==> src/rtl/int_arbiter.sv <==
// rtl/int_arbiter.sv - interrupt arbiter: edge-detected pending bits, single-claim REQ/SERVICE handshake
//
// Optional feature macro: INT_ARB_RR_EN (round-robin winner selection; default is fixed priority)
//
// Ports:
//   clk         sole clock, rising edge
//   rstn        asynchronous active-low reset
//   src_i       raw interrupt lines, synchronous to clk
//   enable_i    per-source eligibility mask
//   int_req_o   interrupt request to CPU (high in REQ)
//   int_id_o    claimed source index+1, 0 when idle
//   int_ack_i   CPU claims the request (honoured only in REQ)
//   complete_i  CPU handler finished (honoured only in SERVICE)
//   pending_o   pending register
//   busy_o      high while a claim is in progress (REQ or SERVICE)
module int_arbiter #(
  parameter int NSRC = 4,
  parameter int ID_W = 3
) (
  input  logic            clk,
  input  logic            rstn,
  input  logic [NSRC-1:0] src_i,
  input  logic [NSRC-1:0] enable_i,
  output logic            int_req_o,
  output logic [ID_W-1:0] int_id_o,
  input  logic            int_ack_i,
  input  logic            complete_i,
  output logic [NSRC-1:0] pending_o,
  output logic            busy_o
);

  localparam logic [1:0] S_IDLE    = 2'd0;
  localparam logic [1:0] S_REQ     = 2'd1;
  localparam logic [1:0] S_SERVICE = 2'd2;

  logic [1:0]      state_q, state_d;
  logic [NSRC-1:0] src_q;
  logic [NSRC-1:0] pending_q, pending_d;
  logic [NSRC-1:0] rise;
  logic [NSRC-1:0] eligible;
  logic [NSRC-1:0] clr_mask;
  logic [ID_W-1:0] id_q, id_d;
  logic [ID_W-1:0] win_idx;
  logic            ack_take;

  // First set bit of elig, scanning upward from index start and wrapping at NSRC.
  function automatic logic [ID_W-1:0] pick_first(input logic [NSRC-1:0] elig, input int start);
    logic [ID_W-1:0] r;
    logic            found;
    logic [NSRC-1:0] sh;
    int              k;
    r     = '0;
    found = 1'b0;
    for (int i = 0; i < NSRC; i++) begin
      k  = (start + i) % NSRC;
      sh = elig >> k;
      if (!found && sh[0]) begin
        found = 1'b1;
        r     = ID_W'(k);
      end
    end
    return r;
  endfunction

  assign rise     = src_i & ~src_q;
  assign eligible = pending_q & enable_i;
  assign ack_take = (state_q == S_REQ) && int_ack_i;

  // A new rising edge on the acked source in the same cycle keeps it pending.
  assign clr_mask  = ack_take ? (NSRC'(1) << (id_q - ID_W'(1))) : '0;
  assign pending_d = (pending_q & ~clr_mask) | rise;

`ifdef INT_ARB_RR_EN
  // Index of the last acked source; reset value makes index 0 the first searched.
  logic [ID_W-1:0] ptr_q;

  always_ff @(posedge clk or negedge rstn) begin
    if (!rstn) begin
      ptr_q <= ID_W'(NSRC - 1);
    end else if (ack_take) begin
      ptr_q <= id_q - ID_W'(1);
    end
  end

  assign win_idx = pick_first(eligible, int'(ptr_q) + 1);
`else
  assign win_idx = pick_first(eligible, 0);
`endif

  always_comb begin
    state_d = state_q;
    id_d    = id_q;
    case (state_q)
      S_IDLE: begin
        if (eligible != '0) begin
          state_d = S_REQ;
          id_d    = win_idx + ID_W'(1);
        end
      end
      S_REQ: begin
        // ID is frozen here even if the source or its enable drops.
        if (int_ack_i) begin
          state_d = S_SERVICE;
        end
      end
      S_SERVICE: begin
        if (complete_i) begin
          state_d = S_IDLE;
          id_d    = '0;
        end
      end
      default: begin
        state_d = S_IDLE;
        id_d    = '0;
      end
    endcase
  end

  always_ff @(posedge clk or negedge rstn) begin
    if (!rstn) begin
      state_q   <= S_IDLE;
      src_q     <= '0;
      pending_q <= '0;
      id_q      <= '0;
    end else begin
      state_q   <= state_d;
      src_q     <= src_i;
      pending_q <= pending_d;
      id_q      <= id_d;
    end
  end

  assign int_req_o = (state_q == S_REQ);
  assign busy_o    = (state_q != S_IDLE);
  assign int_id_o  = id_q;
  assign pending_o = pending_q;

endmodule

==> config.mk <==
export PLATFORM = sky130hd
export DESIGN_NAME = int_arbiter
export DESIGN_NICKNAME = d
export VERILOG_FILES = /design/src/rtl/int_arbiter.sv
export SDC_FILE = /design/constraint.sdc
export NUM_CORES = 1
export LEC_CHECK = 0
export BUFFER_PORTS_ARGS = -buffer_cell sky130_fd_sc_hd__buf_2
export CORE_AREA = 2 2 39 41
export DETAILED_ROUTE_END_ITERATION = 8
export DIE_AREA = 0 0 41 43
export PLACE_DENSITY = 0.73
export SLEW_MARGIN = 40
export SYNTH_ARGS = -nofsm -noshare
export SYNTH_HDL_FRONTEND = slang
export SYNTH_SLANG_ARGS = --single-unit
export TNS_END_PERCENT = 5
==> constraint.sdc <==
create_clock -name clk -period 3.2 [get_ports clk]
set_clock_uncertainty 0.1 [all_clocks]
set_input_delay 0.16 -clock clk [delete_from_list [all_inputs] [get_ports clk]]
set_output_delay 0.16 -clock clk [all_outputs]
set_load 0.02 [all_outputs]
==> results of run 1 <==
[Yosys cell counts]
master and n:
sky130_fd_sc_hd__o21ai_0 1, sky130_fd_sc_hd__nand2b_4 1, sky130_fd_sc_hd__mux2i_1 3, sky130_fd_sc_hd__a22o_1 1
sky130_fd_sc_hd__o41ai_1 2, sky130_fd_sc_hd__inv_1 8, sky130_fd_sc_hd__nor2b_1 2, sky130_fd_sc_hd__a21oi_1 1
sky130_fd_sc_hd__o21ai_1 3, sky130_fd_sc_hd__a21bo_1 1, sky130_fd_sc_hd__a22oi_1 2, sky130_fd_sc_hd__a211oi_1 1
sky130_fd_sc_hd__ha_1 1, sky130_fd_sc_hd__nor3b_2 1, sky130_fd_sc_hd__or2_1 1, sky130_fd_sc_hd__nand3b_4 1
sky130_fd_sc_hd__nand2_1 8, sky130_fd_sc_hd__a32oi_1 1, sky130_fd_sc_hd__dfrtp_1 13, sky130_fd_sc_hd__nor2_1 2
[power groups by stage]
stage / Clock [mW] / Combinational, mW / Sequential, mW
CTS: 0.103 / 0.281 / 0.271
finish: 0.0996 / 0.279 / 0.271
global route: 0.114 / 0.307 / 0.283
detailed placement: 0 / 0.275 / 0.275
global placement: 0 / 0.266 / 0.271
floorplan: 0 / 0.155 / 0.301
[per-stage QoR]
stage | hold WS (ps) | util | instances
6_report | 38.9 | 0.578 | 100
5_1_grt | 46.2 | 0.578 | 100
4_1_cts | 1.63 | 0.571 | 99
3_5_place_dp | -41.4 | 0.515 | 90
3_3_place_gp | -42.5 | 0.515 | 90
2_1_floorplan | -236 | - | 54
[final timing paths]
path,from,endpoint,slack (ps),cells after the start
max,state_q[0]$_DFFE_PN0P_,busy_o,1800,2
min,complete_i,state_q[1]$_DFFE_PN0P_,40,4
max reg2reg,pending_o[0]$_DFF_PN0_,int_id_o[1]$_DFFE_PN0P_,1860,5
min reg2reg,src_q[0]$_DFF_PN0_,pending_o[0]$_DFF_PN0_,330,1
max in group asynchronous,rstn,int_id_o[2]$_DFFE_PN0P_,2570,2
min in group asynchronous,rstn,src_q[3]$_DFF_PN0_,200,2
[registers in the layout, indices dropped and copies added (netlist names)]
register and flops:
src_q 4, pending_o 4, state_q 2, int_id_o 3
[layer usage]
| metal | part of all wire | GRT usage | vias up |
|---|---|---|---|
| met4 | 0 | 0.0600 | 0 |
| met1 | 0.44 | 0.200 | 234 |
| li1 | - | - | 247 |
| met5 | 0 | 0 | - |
| met3 | 0.065 | 0.0628 | 0 |
| met2 | 0.50 | 0.288 | 21 |
[worst reg2reg max path, stage by stage (launching register included)]
cell and delay (ps):
sky130_fd_sc_hd__dfrtp_1 410, sky130_fd_sc_hd__a22oi_1 220, sky130_fd_sc_hd__nor2b_1 170, sky130_fd_sc_hd__ha_1 240, sky130_fd_sc_hd__inv_1 50, sky130_fd_sc_hd__mux2i_1 60
[cell families after synthesis]
logic type | after synthesis | share of synthesized area
mux | 3 | 0.0506
flops | 13 | 0.549
fa+ha+maj | 1 | 0.0211
simple gates | 16 | 0.173
compound gates | 13 | 0.156
buf+inv | 8 | 0.0506
[area by class of cell]
cell class	instances	area [um2]	share of cell area
Clock buffer	4	26.3	0.0329
Inverter	8	30.0	0.0376
Multi-Input combinational cell	33	238	0.297
Sequential cell	13	325	0.407
Tap cell	16	20.0	0.0250
Timing Repair Buffer	26	160	0.200
==> flow_summary.ini, run 1 <==
[logic_synthesis]
synth.area.top_cells = sky130_fd_sc_hd__dfrtp_1, sky130_fd_sc_hd__mux2i_1, sky130_fd_sc_hd__inv_1
netlist-cell-type-count = 20
synth-seq-cells = 13
biggest_area_consumer_among_synthesized_cells = sky130_fd_sc_hd__dfrtp_1
synth_area_um2 = 593
synth_warnings = 0
yosysSeqAreaShare = 0.549
netlist.area_leader.share = 0.549
post_synth.cell_area_avg_um2 = 11.0
postSynthNetCount = 67
syn-instance-count = 54

[clock_network]
postCtsHoldBufs = 5
clock_tree_from_tritoncts = built
clock_path_buffers = 2
postCtsSetupBuffers = 0
number_of_levels_in_the_clock_h_tree = 1
cts_made_buffers = 3
numClockSinks = 13
clock_insertion_delay_worst_skew_ps = 270
clock-root-buffer = sky130_fd_sc_hd__clkbuf_4
clkTransAtPathRegs_ps = 80
post_cts_resized = 0

[floorplan]
row_count = 14
effective_utilization_at_floorplan = 0.429
fp.coreArea_um2 = 1380
die_h_um = 43
die_area_um2 = 1760
die-width_um = 41
io-pin-count = 21

[drt]
detailedRoute.firstPassIterationCount = 4
drt_antenna_net_count = 0
num_vias = 502
via_density_per_instance = 5.02
totalWireLength_um = 1250
routed_wire_length_per_instance_um = 12.5
first_iter_violations = 8
drcViolationCount = 0

[timing]
timing_hold_violations_final = 0
number_of_failing_setup_endpoints_in_the_final_timing_report = 0
fin_setup_tns_ps = 0
max_clock_freq_mhz = 714
post-route-period-util = 0.438
final_critical_path_setup_slack_ps = 1800
final_max_slew_viol_count = 0
rsz_0062_raised_after_global_routing = false
worstMarginPinSlew_ps = 350
finalWorstPathRequiredPeriod_ps = 1400
worst_slew_margin_rel = 0.764

[cells_and_area]
synthToLayoutAreaGrowth_pct = 34.8
final_area_um2 = 800
fillerInstances = 130
layout-drive-gt1-share = 0.310
mostFrequentLayoutCells = sky130_fd_sc_hd__buf_2, sky130_fd_sc_hd__dfrtp_1, sky130_fd_sc_hd__inv_1, sky130_fd_sc_hd__nand2_1, sky130_fd_sc_hd__dlygate4sd3_1
n_antenna_cell = 0
layout.cells.most_common = sky130_fd_sc_hd__buf_2
design.final.nets = 98

[placement]
dpl_cell_area_um2 = 713
finalWeightedCongestion = 0.664
dp_slack_ps = 1860
port-buffer-count = 20
dp_hpwl_um = 959

[power_and_ir_drop]
combinational_cell_fraction_of_total_power = 0.430
finalPower_mw = 0.650
power.static_leakage_nw = 0.417
swShare = 0.407
net-switching-power_mw = 0.265
clock_power_share = 0.153
power.density_nw_per_um2 = 813
internal_power_mw = 0.385
power.share.sequential = 0.417
ir_worst_vdd_mv = 0.297

[run]
cap_violations = 0

[global_routing]
grt_start_max_net_pins = 14
grt.overflow.total = 0
wire_length_of_the_first_global_routing_pass_um = 2020
number_of_antenna_violations_at_the_first_check_in_global_routing = 0
grt_util_all_layers = 0.176
grt_pass1_vias = 496

[worst_setup_path]
critical_path_arrival_ps = 1140
worstSetupEndpointType = output pin
crit_path_max_fanout = 7
slowest_delay_ps = 460
critPathBufInv = 1
sequence_of_cells_on_the_critical_path = or2_1, buf_2
worst_setup_path_start_kind = flop
worst_path_dominant_cell_family = flip-flops
crit_path_max_delay_cell_type = sky130_fd_sc_hd__dfrtp_1
worst_ep_required_time_ps = 2940
critical_path_class = flop to output pin

[outcome]
run_status = finished, final reports clean

[worst_hold_path]
min_path_type = input port to flop
Note: power is estimated with default switching activity, not from simulation.
==> run 2, diff against run 1 <==
--- a/config.mk
+++ b/config.mk
@@ -6,10 +6,10 @@
 export NUM_CORES = 1
 export LEC_CHECK = 0
 export BUFFER_PORTS_ARGS = -buffer_cell sky130_fd_sc_hd__buf_2
-export CORE_AREA = 2 2 39 41
+export CORE_AREA = 2 2 42 44
 export DETAILED_ROUTE_END_ITERATION = 8
-export DIE_AREA = 0 0 41 43
-export PLACE_DENSITY = 0.73
+export DIE_AREA = 0 0 44 46
+export PLACE_DENSITY = 0.66
 export SLEW_MARGIN = 40
 export SYNTH_ARGS = -nofsm -noshare
 export SYNTH_HDL_FRONTEND = slang
==> constraint.sdc (replaced) <==
create_clock -name clk -period 1.27 [get_ports clk]
set_clock_uncertainty 0.1 [all_clocks]
set_input_delay 0.0635 -clock clk [delete_from_list [all_inputs] [get_ports clk]]
set_output_delay 0.0635 -clock clk [all_outputs]
set_load 0.02 [all_outputs]
==> flow_summary.ini, run 2 (synthesized netlist as in run 1, its figures left out) <==
[drt]
drcViolationCount = 0
drt_antenna_net_count = 0
via_density_per_instance = 4.85
first_iter_violations = 8
detailedRoute.firstPassIterationCount = 3
routed_wire_length_per_instance_um = 12.3
totalWireLength_um = 1310
num_vias = 519

[worst_setup_path]
critPathLaunch = state_q[0]$_DFFE_PN0P_
worst_ep_required_time_ps = 1110
crit_path_max_fanout = 7
critical_path_class = flop to output pin
worstReg2RegStart = pending_o[1]$_DFF_PN0_
setup.reg_to_reg.worst_slack_ps = -30
worst_setup_path_start_kind = flop
worstSetupEndpointType = output pin
critical_path_arrival_ps = 1140

[timing]
final_critical_path_setup_slack_ps = -30.8
fin_setup_tns_ps = -59.0
worstMarginPinSlew_ps = 322
worst_slew_margin_rel = 0.783
max_clock_freq_mhz = 769
number_of_failing_setup_endpoints_in_the_final_timing_report = 2
hold_slack_ps = 98.6
final_max_slew_viol_count = 0
rsz_0062_raised_after_global_routing = true
post-route-period-util = 1.02
timing_hold_violations_final = 0
finalWorstPathRequiredPeriod_ps = 1300

[power_and_ir_drop]
swShare = 0.395
net-switching-power_mw = 0.714
ir_worst_vdd_mv = 1.02
clock_power_share = 0.141
combinational_cell_fraction_of_total_power = 0.475
power.density_nw_per_um2 = 2040
power.share.sequential = 0.384
internal_power_mw = 1.09
power.static_leakage_nw = 0.446

[worst_hold_path]
min_path_type = input port to asynchronous set/reset pin

[clock_network]
clkTransAtPathRegs_ps = 80
clock_path_buffers = 2
numClockSinks = 13
number_of_levels_in_the_clock_h_tree = 1
cts_made_buffers = 3
clock-root-buffer = sky130_fd_sc_hd__clkbuf_4
clock_tree_from_tritoncts = built
clock_insertion_delay_worst_skew_ps = 280

[floorplan]
io-pin-count = 21
effective_utilization_at_floorplan = 0.367
die_area_um2 = 2020
row_count = 15
die-width_um = 44
fp.coreArea_um2 = 1610
die_h_um = 46

[global_routing]
grt.overflow.total = 0
grt_start_max_net_pins = 14
wire_length_of_the_first_global_routing_pass_um = 2120
grt_util_all_layers = 0.152
number_of_antenna_violations_at_the_first_check_in_global_routing = 0
grt_pass1_vias = 500

[placement]
dp_slack_ps = -36.4
port-buffer-count = 20
cell_count_after_placement = 96
finalWeightedCongestion = 0.742
dp_hpwl_um = 991

[cells_and_area]
layout-drive-gt1-share = 0.456
final_cells = 107
synthToLayoutAreaGrowth_pct = 49.6
layout.cells.most_common = sky130_fd_sc_hd__buf_2
mostFrequentLayoutCells = sky130_fd_sc_hd__buf_2, sky130_fd_sc_hd__inv_1, sky130_fd_sc_hd__nand2_1, sky130_fd_sc_hd__dfrtp_1, sky130_fd_sc_hd__dlygate4sd3_1
fillerInstances = 151
n_antenna_cell = 0
design.final.nets = 104

[outcome]
failed_checks = negative setup slack
run_status = finished, violations left

[run]
cap_violations = 0
[run 2: final timing paths]
kind / to / cells after the start
setup / recovery: busy_o / 2
hold / removal: int_id_o[1]$_DFFE_PN0P_ / 2
setup reg to reg: int_id_o[1]$_DFFE_PN0P_ / 5
hold reg to reg: pending_o[3]$_DFF_PN0_ / 1
max in group asynchronous: pending_o[2]$_DFF_PN0_ / 2
min in group clk: int_id_o[0]$_DFFE_PN0P_ / 4
[run 2: layout make-up]
type	instances	area [um2]	share of cell area
inverter	8	30.0	0.0339
timing repair buffer	32	210	0.237
multi-input combinational	33	268	0.302
tap	17	21.3	0.0240
sequential	13	332	0.374
clock buffer	4	26.3	0.0296
[run 2: timing repair]
item	4_1_cts	5_1_grt
setup buffers	0	0
pin swaps	1	0
hold endpoints to repair	23	0
resized for setup	1	5
setup endpoints to repair	3	6
hold buffers	7	0
[run 2: metrics by stage]
| step | util | cell area, um2 | total power, mW |
|---|---|---|---|
| 2_1_floorplan | - | 608 | 1.17 |
| 6_report | 0.550 | 887 | 1.81 |
| 5_1_grt | 0.550 | 887 | 1.93 |
| 4_1_cts | 0.536 | 865 | 1.78 |
| 3_3_place_gp | 0.475 | 767 | 1.48 |
| 3_5_place_dp | 0.475 | 767 | 1.50 |
[run 2: routing by layer]
layer	GRT usage	wire length (um)	vias to the layer above
met4	0.109	33	0
met5	0	0	-
li1	-	-	258
met3	0.0357	71	4
met1	0.168	577	240
met2	0.256	630	17
[run 2: power by group through the flow]
stage | Combinational, mW | Sequential (mW) | Clock (mW)
4_1_cts | 0.832 | 0.685 | 0.267
5_1_grt | 0.931 | 0.712 | 0.284
3_3_place_gp | 0.797 | 0.681 | 0
3_5_place_dp | 0.814 | 0.690 | 0
2_1_floorplan | 0.397 | 0.774 | 0
6_report | 0.859 | 0.694 | 0.255
[run 2: worst max-delay path, stage by stage (launching register included)]
cell,delay [ps]
sky130_fd_sc_hd__dfrtp_2,460
sky130_fd_sc_hd__or2_1,240
sky130_fd_sc_hd__buf_2,160
